==> src/rtl/fetch_stage_if.sv <==
// fetch_stage_if: PC, hazard/flush, I-cache handshake and IF/ID bundle for the fetch stage.
interface fetch_stage_if;
  logic [31:0] pc;
  logic        hazard_stall;
  logic        flush;
  logic        icache_stall;
  logic [31:0] icache_rdata;
  logic        icache_ren;
  logic [29:0] icache_addr;
  logic        pc_write;
  logic [31:0] if_id_pc;
  logic [31:0] if_id_inst;
  logic        if_id_valid;
  modport master (
    input  pc, hazard_stall, flush, icache_stall, icache_rdata,
    output icache_ren, icache_addr, pc_write, if_id_pc, if_id_inst, if_id_valid
  );
  modport slave (
    output pc, hazard_stall, flush, icache_stall, icache_rdata,
    input  icache_ren, icache_addr, pc_write, if_id_pc, if_id_inst, if_id_valid
  );
endinterface

==> src/rtl/fetch_stage.sv <==
// fetch_stage: I-cache request handshake, PC write enable and IF/ID register with miss
// bubbles, hazard hold buffer and redirect drain of in-flight misses.
module fetch_stage #(
  parameter bit          SWAP_INST = 1'b1,
  parameter logic [31:0] NOP_INST  = 32'h0000_0013
) (
  input logic           clk_i,
  input logic           rst_i,
  fetch_stage_if.master bus
);
  typedef enum logic [1:0] {S_FETCH, S_DRAIN, S_HOLD} state_t;
  typedef enum logic [1:0] {L_HOLD, L_BUB, L_NEW, L_BUF} load_t;
  state_t      state_q, state_d;
  load_t       sel;
  logic        busy_q, pw, buf_ld, complete;
  logic [29:0] req_addr_q;
  logic [31:0] buf_pc_q, buf_inst_q, inst, rd;
  assign rd = bus.icache_rdata;
  assign inst = SWAP_INST ? {rd[7:0], rd[15:8], rd[23:16], rd[31:24]} : rd;
  assign bus.icache_ren = rst_i && state_q != S_HOLD;
  assign bus.icache_addr = busy_q ? req_addr_q : bus.pc[31:2];
  assign bus.pc_write = rst_i && pw;
  assign complete = bus.icache_ren && !bus.icache_stall;
  always_comb begin
    state_d = state_q;
    pw = 1'b0;
    buf_ld = 1'b0;
    sel = bus.hazard_stall ? L_HOLD : L_BUB;
    case (state_q)
      S_FETCH:
        if (bus.flush) begin
          pw = 1'b1;
          sel = L_BUB;
          state_d = bus.icache_stall ? S_DRAIN : S_FETCH;
        end else if (complete) begin
          pw = !bus.hazard_stall;
          buf_ld = bus.hazard_stall;
          sel = bus.hazard_stall ? L_HOLD : L_NEW;
          state_d = bus.hazard_stall ? S_HOLD : S_FETCH;
        end
      S_DRAIN: begin
        if (bus.flush) begin
          pw = 1'b1;
          sel = L_BUB;
        end
        state_d = bus.icache_stall ? S_DRAIN : S_FETCH;
      end
      S_HOLD:
        if (bus.flush) begin
          pw = 1'b1;
          sel = L_BUB;
          state_d = S_FETCH;
        end else if (!bus.hazard_stall) begin
          pw = 1'b1;
          sel = L_BUF;
          state_d = S_FETCH;
        end
      default: state_d = S_FETCH;
    endcase
  end
  always_ff @(posedge clk_i) begin
    if (!rst_i) begin
      state_q <= S_FETCH;
      busy_q <= 1'b0;
      req_addr_q <= '0;
      buf_pc_q <= '0;
      buf_inst_q <= '0;
      bus.if_id_pc <= '0;
      bus.if_id_inst <= NOP_INST;
      bus.if_id_valid <= 1'b0;
    end else begin
      state_q <= state_d;
      if (!bus.icache_stall) busy_q <= 1'b0;
      else if (bus.icache_ren) begin
        busy_q <= 1'b1;
        req_addr_q <= bus.icache_addr;
      end
      if (buf_ld) begin
        buf_pc_q <= bus.pc;
        buf_inst_q <= inst;
      end
      case (sel)
        L_NEW: {bus.if_id_pc, bus.if_id_inst, bus.if_id_valid} <= {bus.pc, inst, 1'b1};
        L_BUF: {bus.if_id_pc, bus.if_id_inst, bus.if_id_valid} <= {buf_pc_q, buf_inst_q, 1'b1};
        L_BUB: {bus.if_id_pc, bus.if_id_inst, bus.if_id_valid} <= {32'd0, NOP_INST, 1'b0};
        default: ;
      endcase
    end
  end
endmodule
==> src/flat_wrapper.sv <==
// flat-port wrapper written by rule: the top's interface ports become plain ports
module fetch_stage_flat 
#(
  parameter bit          SWAP_INST = 1'b1,
  parameter logic [31:0] NOP_INST  = 32'h0000_0013
)
  (clk_i, rst_i, bus_pc, bus_hazard_stall, bus_flush, bus_icache_stall, bus_icache_rdata, bus_icache_ren, bus_icache_addr, bus_pc_write, bus_if_id_pc, bus_if_id_inst, bus_if_id_valid);
  fetch_stage_if bus_i ();
  input logic clk_i;
  input logic rst_i;
  input wire logic [$bits(bus_i.pc)-1:0] bus_pc;
  input wire logic [$bits(bus_i.hazard_stall)-1:0] bus_hazard_stall;
  input wire logic [$bits(bus_i.flush)-1:0] bus_flush;
  input wire logic [$bits(bus_i.icache_stall)-1:0] bus_icache_stall;
  input wire logic [$bits(bus_i.icache_rdata)-1:0] bus_icache_rdata;
  output wire logic [$bits(bus_i.icache_ren)-1:0] bus_icache_ren;
  output wire logic [$bits(bus_i.icache_addr)-1:0] bus_icache_addr;
  output wire logic [$bits(bus_i.pc_write)-1:0] bus_pc_write;
  output wire logic [$bits(bus_i.if_id_pc)-1:0] bus_if_id_pc;
  output wire logic [$bits(bus_i.if_id_inst)-1:0] bus_if_id_inst;
  output wire logic [$bits(bus_i.if_id_valid)-1:0] bus_if_id_valid;
  assign bus_i.pc = bus_pc;
  assign bus_i.hazard_stall = bus_hazard_stall;
  assign bus_i.flush = bus_flush;
  assign bus_i.icache_stall = bus_icache_stall;
  assign bus_i.icache_rdata = bus_icache_rdata;
  assign bus_icache_ren = bus_i.icache_ren;
  assign bus_icache_addr = bus_i.icache_addr;
  assign bus_pc_write = bus_i.pc_write;
  assign bus_if_id_pc = bus_i.if_id_pc;
  assign bus_if_id_inst = bus_i.if_id_inst;
  assign bus_if_id_valid = bus_i.if_id_valid;
  fetch_stage #(.SWAP_INST(SWAP_INST), .NOP_INST(NOP_INST)) u_core (.clk_i(clk_i), .rst_i(rst_i), .bus(bus_i));
endmodule
==> config.mk <==
export PLATFORM = sky130hd
export DESIGN_NAME = fetch_stage_flat
export DESIGN_NICKNAME = d
export VERILOG_FILES = /design/src/rtl/fetch_stage_if.sv /design/src/rtl/fetch_stage.sv /design/src/flat_wrapper.sv
export SDC_FILE = /design/constraint.sdc
export NUM_CORES = 1
export LEC_CHECK = 0
export ABC_AREA = 1
export CAP_MARGIN = 20
export CORE_ASPECT_RATIO = 0.9
export CORE_MARGIN = 4
export CORE_UTILIZATION = 45
export DETAILED_ROUTE_END_ITERATION = 10
export GPL_TIMING_DRIVEN = 0
export PLACE_DENSITY = 0.82
export SKIP_LAST_GASP = 1
export SLEW_MARGIN = 20
export SYNTH_ARGS = -nofsm -noshare
export SYNTH_HDL_FRONTEND = slang
export SYNTH_SLANG_ARGS = --single-unit
==> constraint.sdc <==
create_clock -name clk_i -period 1.2 [get_ports clk_i]
set_input_delay 0.18 -clock clk_i [delete_from_list [all_inputs] [get_ports clk_i]]
set_output_delay 0.18 -clock clk_i [all_outputs]
set_load 0.05 [all_outputs]
# Word level (Yosys, flattened, before mapping)

Cells that the tools add are included.

Word-level logic and storage cells: 56
Input port bits: 69
Output and inout bits: 97
Bits in registers: 162

Mux-type cells: 28
Reductions and logical operators: 12
Equal/unequal tests: 8

Operators with widths:

| cell               | number |
|---|---|
| $pmux 32 s3        | 2 |
| $mux 30            | 1 |
| $mux 2             | 11 |
| $pmux 2 s3         | 2 |
| $mux 1             | 10 |
| $eq 2x2->1 const B | 3 |
| $reduce_and 2->1   | 3 |
| $eq 2x1->1 const B | 2 |
| $logic_and 1x1->1  | 3 |
| $ne 3x2->1 const B | 1 |
| $ne 3x3->1 const B | 1 |
| $pmux 1 s3         | 1 |
| $reduce_bool 3->1  | 1 |
| $logic_not 1->1    | 2 |
| $logic_not 2->1    | 1 |
| $ne 2x2->1 const B | 1 |
| $pmux 1 s2         | 1 |
| $reduce_bool 2->1  | 1 |
| $reduce_or 2->1    | 1 |

# Logic depth before layout (Yosys ltp)

Depth in word-level cells: 9
Depth in mapped cells: 11
Gate-level depth less buffers: 9

# Worst setup path after synthesis

No wires, ideal clock.

Path kind: reg-to-reg
Start point: reg u_core.busy_q
End point: reg u_core.req_addr_q[2]
Clock period less this slack: 1.916 ns
Stages on the path, launching flop included: 7
Arrival: 1.829 ns
Slack: -0.716 ns
Path buffers: 2
Required time: 1.113 ns
Library setup time: 0.087 ns
Cell sequence: dfxtp_1 > clkbuf_1 > clkbuf_1 > nor2_1 > a21oi_1 > nand2_1 > o31ai_1

Word-level cells in the longest chain between the ends: 1

RTL lines:

| item                     | line               | text |
|---|---|---|
| start: declaration       | fetch_stage.sv:15  | `logic busy_q, pw, buf_ld, complete;` |
| start signal: assignment | fetch_stage.sv:64  | `busy_q <= 1'b0;` |
| start signal: assignment | fetch_stage.sv:73  | `if (!bus.icache_stall) busy_q <= 1'b0;` |
| start signal: assignment | fetch_stage.sv:75  | `busy_q <= 1'b1;` |
| $mux 30                  | fetch_stage.sv:21  | `assign bus.icache_addr = busy_q ? req_addr_q : bus.pc[31:2];` |
| via bus_icache_addr[2]   | flat_wrapper.sv:17 | `output wire logic [$bits(bus_i.icache_addr)-1:0] bus_icache_addr;` |
| end signal: assignment   | fetch_stage.sv:76  | `req_addr_q <= bus.icache_addr;` |
| end: declaration         | fetch_stage.sv:16  | `logic [29:0] req_addr_q;` |

The timed path passes the listed nets, and every way through them passes these cells.
A chain may end at the register's enable or synchronous reset.

# Worst setup path in the final report

Start point: reg u_core.state_q[1]
End point: reg u_core.bus.if_id_pc[19]

Word-level cells in the longest chain between the ends: 8
Elaborated cells on any way between the ends: 14
Classes of those cells: eq/ne: 6; mux: 4; reduce/logical: 4

RTL lines:

| item                                             | line                 | text |
|---|---|---|
| start: declaration                               | fetch_stage.sv:13    | `state_t state_q, state_d;` |
| start signal: assignment                         | fetch_stage.sv:72    | `state_q <= state_d;` |
| $ne 2x2->1                                       | fetch_stage.sv:20    | `assign bus.icache_ren = rst_i && state_q != S_HOLD;` |
| $logic_and 1x1->1                                | fetch_stage.sv:20    |  |
| $logic_and 1x1->1                                | fetch_stage.sv:23    | `assign complete = bus.icache_ren && !bus.icache_stall;` |
| $mux 2                                           | fetch_stage.sv:35    | `end else if (complete) begin` |
| $mux 2                                           | fetch_stage.sv:31    | `if (bus.flush) begin` |
| $pmux 2 s3 (*)                                   | fetch_stage.sv:29    | `case (state_q)` |
| $eq 2x1->1 or $eq 2x2->1 (tied branches)         | fetch_stage.sv:82    | `case (sel)` |
| $pmux 32 s3 or $reduce_bool 3->1 (tied branches) | n/a                  |  |
| end signal: assignment                           | fetch_stage.sv:83    | `L_NEW: {bus.if_id_pc, bus.if_id_inst, bus.if_id_valid} <= {bus.pc, inst, 1'b1};` |
| end signal: assignment                           | fetch_stage.sv:84    | `L_BUF: {bus.if_id_pc, bus.if_id_inst, bus.if_id_valid} <= {buf_pc_q, buf_inst_q, 1'b1};` |
| end signal: assignment                           | fetch_stage.sv:85    | `L_BUB: {bus.if_id_pc, bus.if_id_inst, bus.if_id_valid} <= {32'd0, NOP_INST, 1'b0};` |
| end: declaration                                 | fetch_stage_if.sv:16 | `output icache_ren, icache_addr, pc_write, if_id_pc, if_id_inst, if_id_valid` |

Mark *: on every way between the ends. The rest lies on a longest branch, timed or not.

==> impl_metrics.env <==
export IMPL_maxCapViolations=0
export IMPL_cts_made_buffers=17
export IMPL_die_w_um=139.2
export IMPL_violations="negative setup slack"
export IMPL_crit_slowest_cell="dfxtp_4"
export IMPL_fmax_mhz=555.6
export IMPL_min_period_ns=1.800
export IMPL_rr_worst_depth=11
export IMPL_end_kind="flop"
export IMPL_period_share_pct=150.0
export IMPL_fin_util_pct=80.58
export IMPL_clock_sinks=162
export IMPL_drc_errors=0
export IMPL_insertion_delay_ns=0.45
export IMPL_holdPathEnd="u_core.buf_inst_q[1]"
export IMPL_cts_hold_buf=0
export IMPL_leakagePower_nw=4.937
export IMPL_die_area_um2=17560
export IMPL_stdcell_count=1454
export IMPL_synth_cell_types=21
export IMPL_crit_cells=11
export IMPL_core_area_um2=14920
export IMPL_syn_inst=1002
export IMPL_fillers=853
export IMPL_rsz0062_at_grt="yes"
export IMPL_yosys_register_bits=162
export IMPL_grt_ovfl_total=0
export IMPL_timing_rr_start="u_core.state_q[1]"
export IMPL_synth_top_family_by_area="simple AND/OR/NAND/NOR gates"
export IMPL_tightest_slew_ns=0.7576
export IMPL_clockBufferDepth=2
export IMPL_maxSlewViolCount=0
export IMPL_grt_pass1_wl_um=39920
export IMPL_worstHoldStart="bus_icache_rdata[25]"
export IMPL_synthAdderAreaFrac_pct=0
export IMPL_antenna_cells=0
export IMPL_core_rowCount=42
export IMPL_grt_max_degree=17
export IMPL_cp_startpoint="u_core.state_q[1]"
export IMPL_grt_busiest_layer="met2"
export IMPL_r2r_slack_ns=-0.60
export IMPL_vias=8313
export IMPL_io_pins=166
export IMPL_antenna_found_initial=1
export IMPL_max_slew_margin_pct=49.50
export IMPL_drt_iter0_drc=909
export IMPL_synth_xor_area_share_pct=0
export IMPL_syn2layout_area_growth_pct=72.39
export IMPL_cp_arrival_ns=2.17
export IMPL_crit_chain="buf_4, nor2_4, nand2_2, buf_6, o21ai_4, buf_12, buf_8, nand2_1, nand2_1, nand2_2, a21oi_2"
export IMPL_avgRoutedWirePerCell_um=19.91
export IMPL_die_h_um=126.1
export IMPL_min_path_cells=3
export IMPL_pwr_density_cell_nw_per_um2=1181
export IMPL_setup_viol=193
export IMPL_cts_htree_levels=4
export IMPL_ctsRootBufferMaster="clkbuf_16"
export IMPL_skew_ns=0.009850
export IMPL_peakVddDrop_mv=1.117
export IMPL_grt_pass1_vias=7506
export IMPL_hold_violations=0
export IMPL_met2_usage_pct=45.85
export IMPL_portBuffers=164
export IMPL_r2r_end="u_core.bus.if_id_pc[19]"
export IMPL_vias_per_cell=5.717
export IMPL_drtAntennaViolNets=0
export IMPL_routed_wl_um=28950
export IMPL_clkSlewWorstSetupHoldPaths_ns=0.07
export IMPL_synthMuxAreaShare_pct=0
export IMPL_hold_slack_ns=0.3433
export IMPL_cp_top_family="buffers and inverters"
export IMPL_use_met1_pct=36.12
export IMPL_synth_cell_area_um2=6975
export IMPL_avgSynthCellArea_um2=6.962
export IMPL_worstPathRequired_ns=1.57
export IMPL_yosys_warnings=0
export IMPL_min_path_type="in -> reg"
export IMPL_yosysSeqAreaShare_pct=46.49
export IMPL_place_congestion=0.8659
export IMPL_cts_tree="yes"
export IMPL_worst_slack_ns=-0.5998
export IMPL_dr_pass1_iters=7
export IMPL_timing_critical_path_buf_inv=4
export IMPL_synth_simple_area_share_pct=29.49
export IMPL_crit_type="reg -> reg"
export IMPL_start_util_pct=46.74
export IMPL_dp_hpwl_um=15820
export IMPL_synth_compound_area_share_pct=15.48
export IMPL_fin_nets=1313
export IMPL_worstSetupStartpointType="flop"
export IMPL_grt_util_all_layers_pct=28.25
export IMPL_syn_nets=1071
export IMPL_place_ws_ns=-1.071
export IMPL_drive_gt1_share_pct=36.23
export IMPL_slowest_delay_ns=0.36
export IMPL_crit_fanout=7
export IMPL_grt_met3_usage_pct=7.240
export IMPL_status="complete, but fails checks"
export IMPL_post_place_cells=1364
==> metal layers <==
layer	up-vias	wire length, um
li1	3731	-
met1	3982	11150
met2	499	14010
met3	99	2637
met4	2	1141
met5	-	13
==> flip-flops by register name, indices dropped and copies added, names as in the netlist <==
signal                  count
u_core.busy_q               1
u_core.bus.if_id_pc        32
u_core.buf_inst_q          32
u_core.state_q              2
u_core.req_addr_q          30
u_core.bus.if_id_valid      1
u_core.buf_pc_q            32
u_core.bus.if_id_inst      32
==> power by group <==
group / total [mW] / switching, mW / internal, mW
registers: 5.65 / 0.0891 / 5.56
logic: 3.11 / 1.82 / 1.29
clock network: 5.44 / 2.30 / 3.15
total: 14.2 / 4.20 / 10.0
==> kinds of logic after synthesis <==
kind of cell / count (synthesis)
AND/OR/NAND/NOR: 523
AO/OA/AOI/OAI: 197
buffers and inverters: 120
flip-flops: 162
==> through the flow <==
stage	power, mW	area (um^2)	TNS, ns
CTS	13.70	11010	-65.06
finish	14.20	12030	-80.38
global route	14.53	12030	-91.86
global placement	8.046	9649	-125.98
detailed placement	8.084	9649	-127.07
floorplan	7.272	7760	-12.67
==> worst min-delay path, delay by kind of cell <==
| family | cells | cell delay (ns) |
|---|---|---|
| buffers and inverters | 1 | 0.42 |
| and+or+nand+nor | 2 | 0.15 |
==> how the worst max path moves through the flow <==
stage | end
after detailed placement | bus_pc_write
after global placement | bus_pc_write
after CTS | bus_pc_write
final | u_core.bus.if_id_pc[19]
after global routing | bus_pc_write
after floorplan | u_core.bus.if_id_inst[10]
==> placed cells by master (no fill, tap or decap), types with 28 or more instances in the layout <==
cell type and n:
inv_1 37, clkbuf_16 36, buf_4 72, nor2_1 88, a21oi_4 30, a21oi_2 34, dfxtp_1 157, a21oi_1 28
buf_6 78, nand3_1 49, nand2_1 261, nor2_4 70, clkdlybuf4s50_1 67, o21ai_0 43
==> cell type report <==
cell class                      count  area, um^2  area share [%]
Multi-Input combinational cell    721        4402           36.60
Sequential cell                   162        3254           27.06
Timing Repair Buffer              223        2505           20.83
Buffer                             76       874.6           7.273
Clock buffer                       21       460.4           3.829
Tap cell                          198       247.7           2.060
Inverter                           43       171.4           1.425
Clock inverter                     10       110.1          0.9156
==> what timing repair did <==
| action | in CTS | in global routing |
|---|---|---|
| gates resized for setup | 730 | 207 |
| endpoints found under the setup margin | 257 | 212 |
| cloned | 18 | 9 |
| buffers inserted | 22 | 17 |
| pin swaps | 14 | 47 |
| endpoints found under the hold margin | 0 | 0 |
==> synthesized netlist by cell type, drive strengths merged <==
cell type / n / area, um^2
a21oi: 92 / 460.4
nor2: 167 / 631.9
inv: 43 / 161.4
dfxtp: 162 / 3243
clkbuf: 28 / 105.1
a2111oi: 1 / 8.760
a31oi: 1 / 6.260
buf: 49 / 329.1
o21bai: 4 / 30.03
o31ai: 30 / 225.2
nand3: 65 / 325.3
o21ai: 69 / 349.1
nand2: 291 / 1100
Note: power is estimated with default switching activity, not from simulation.
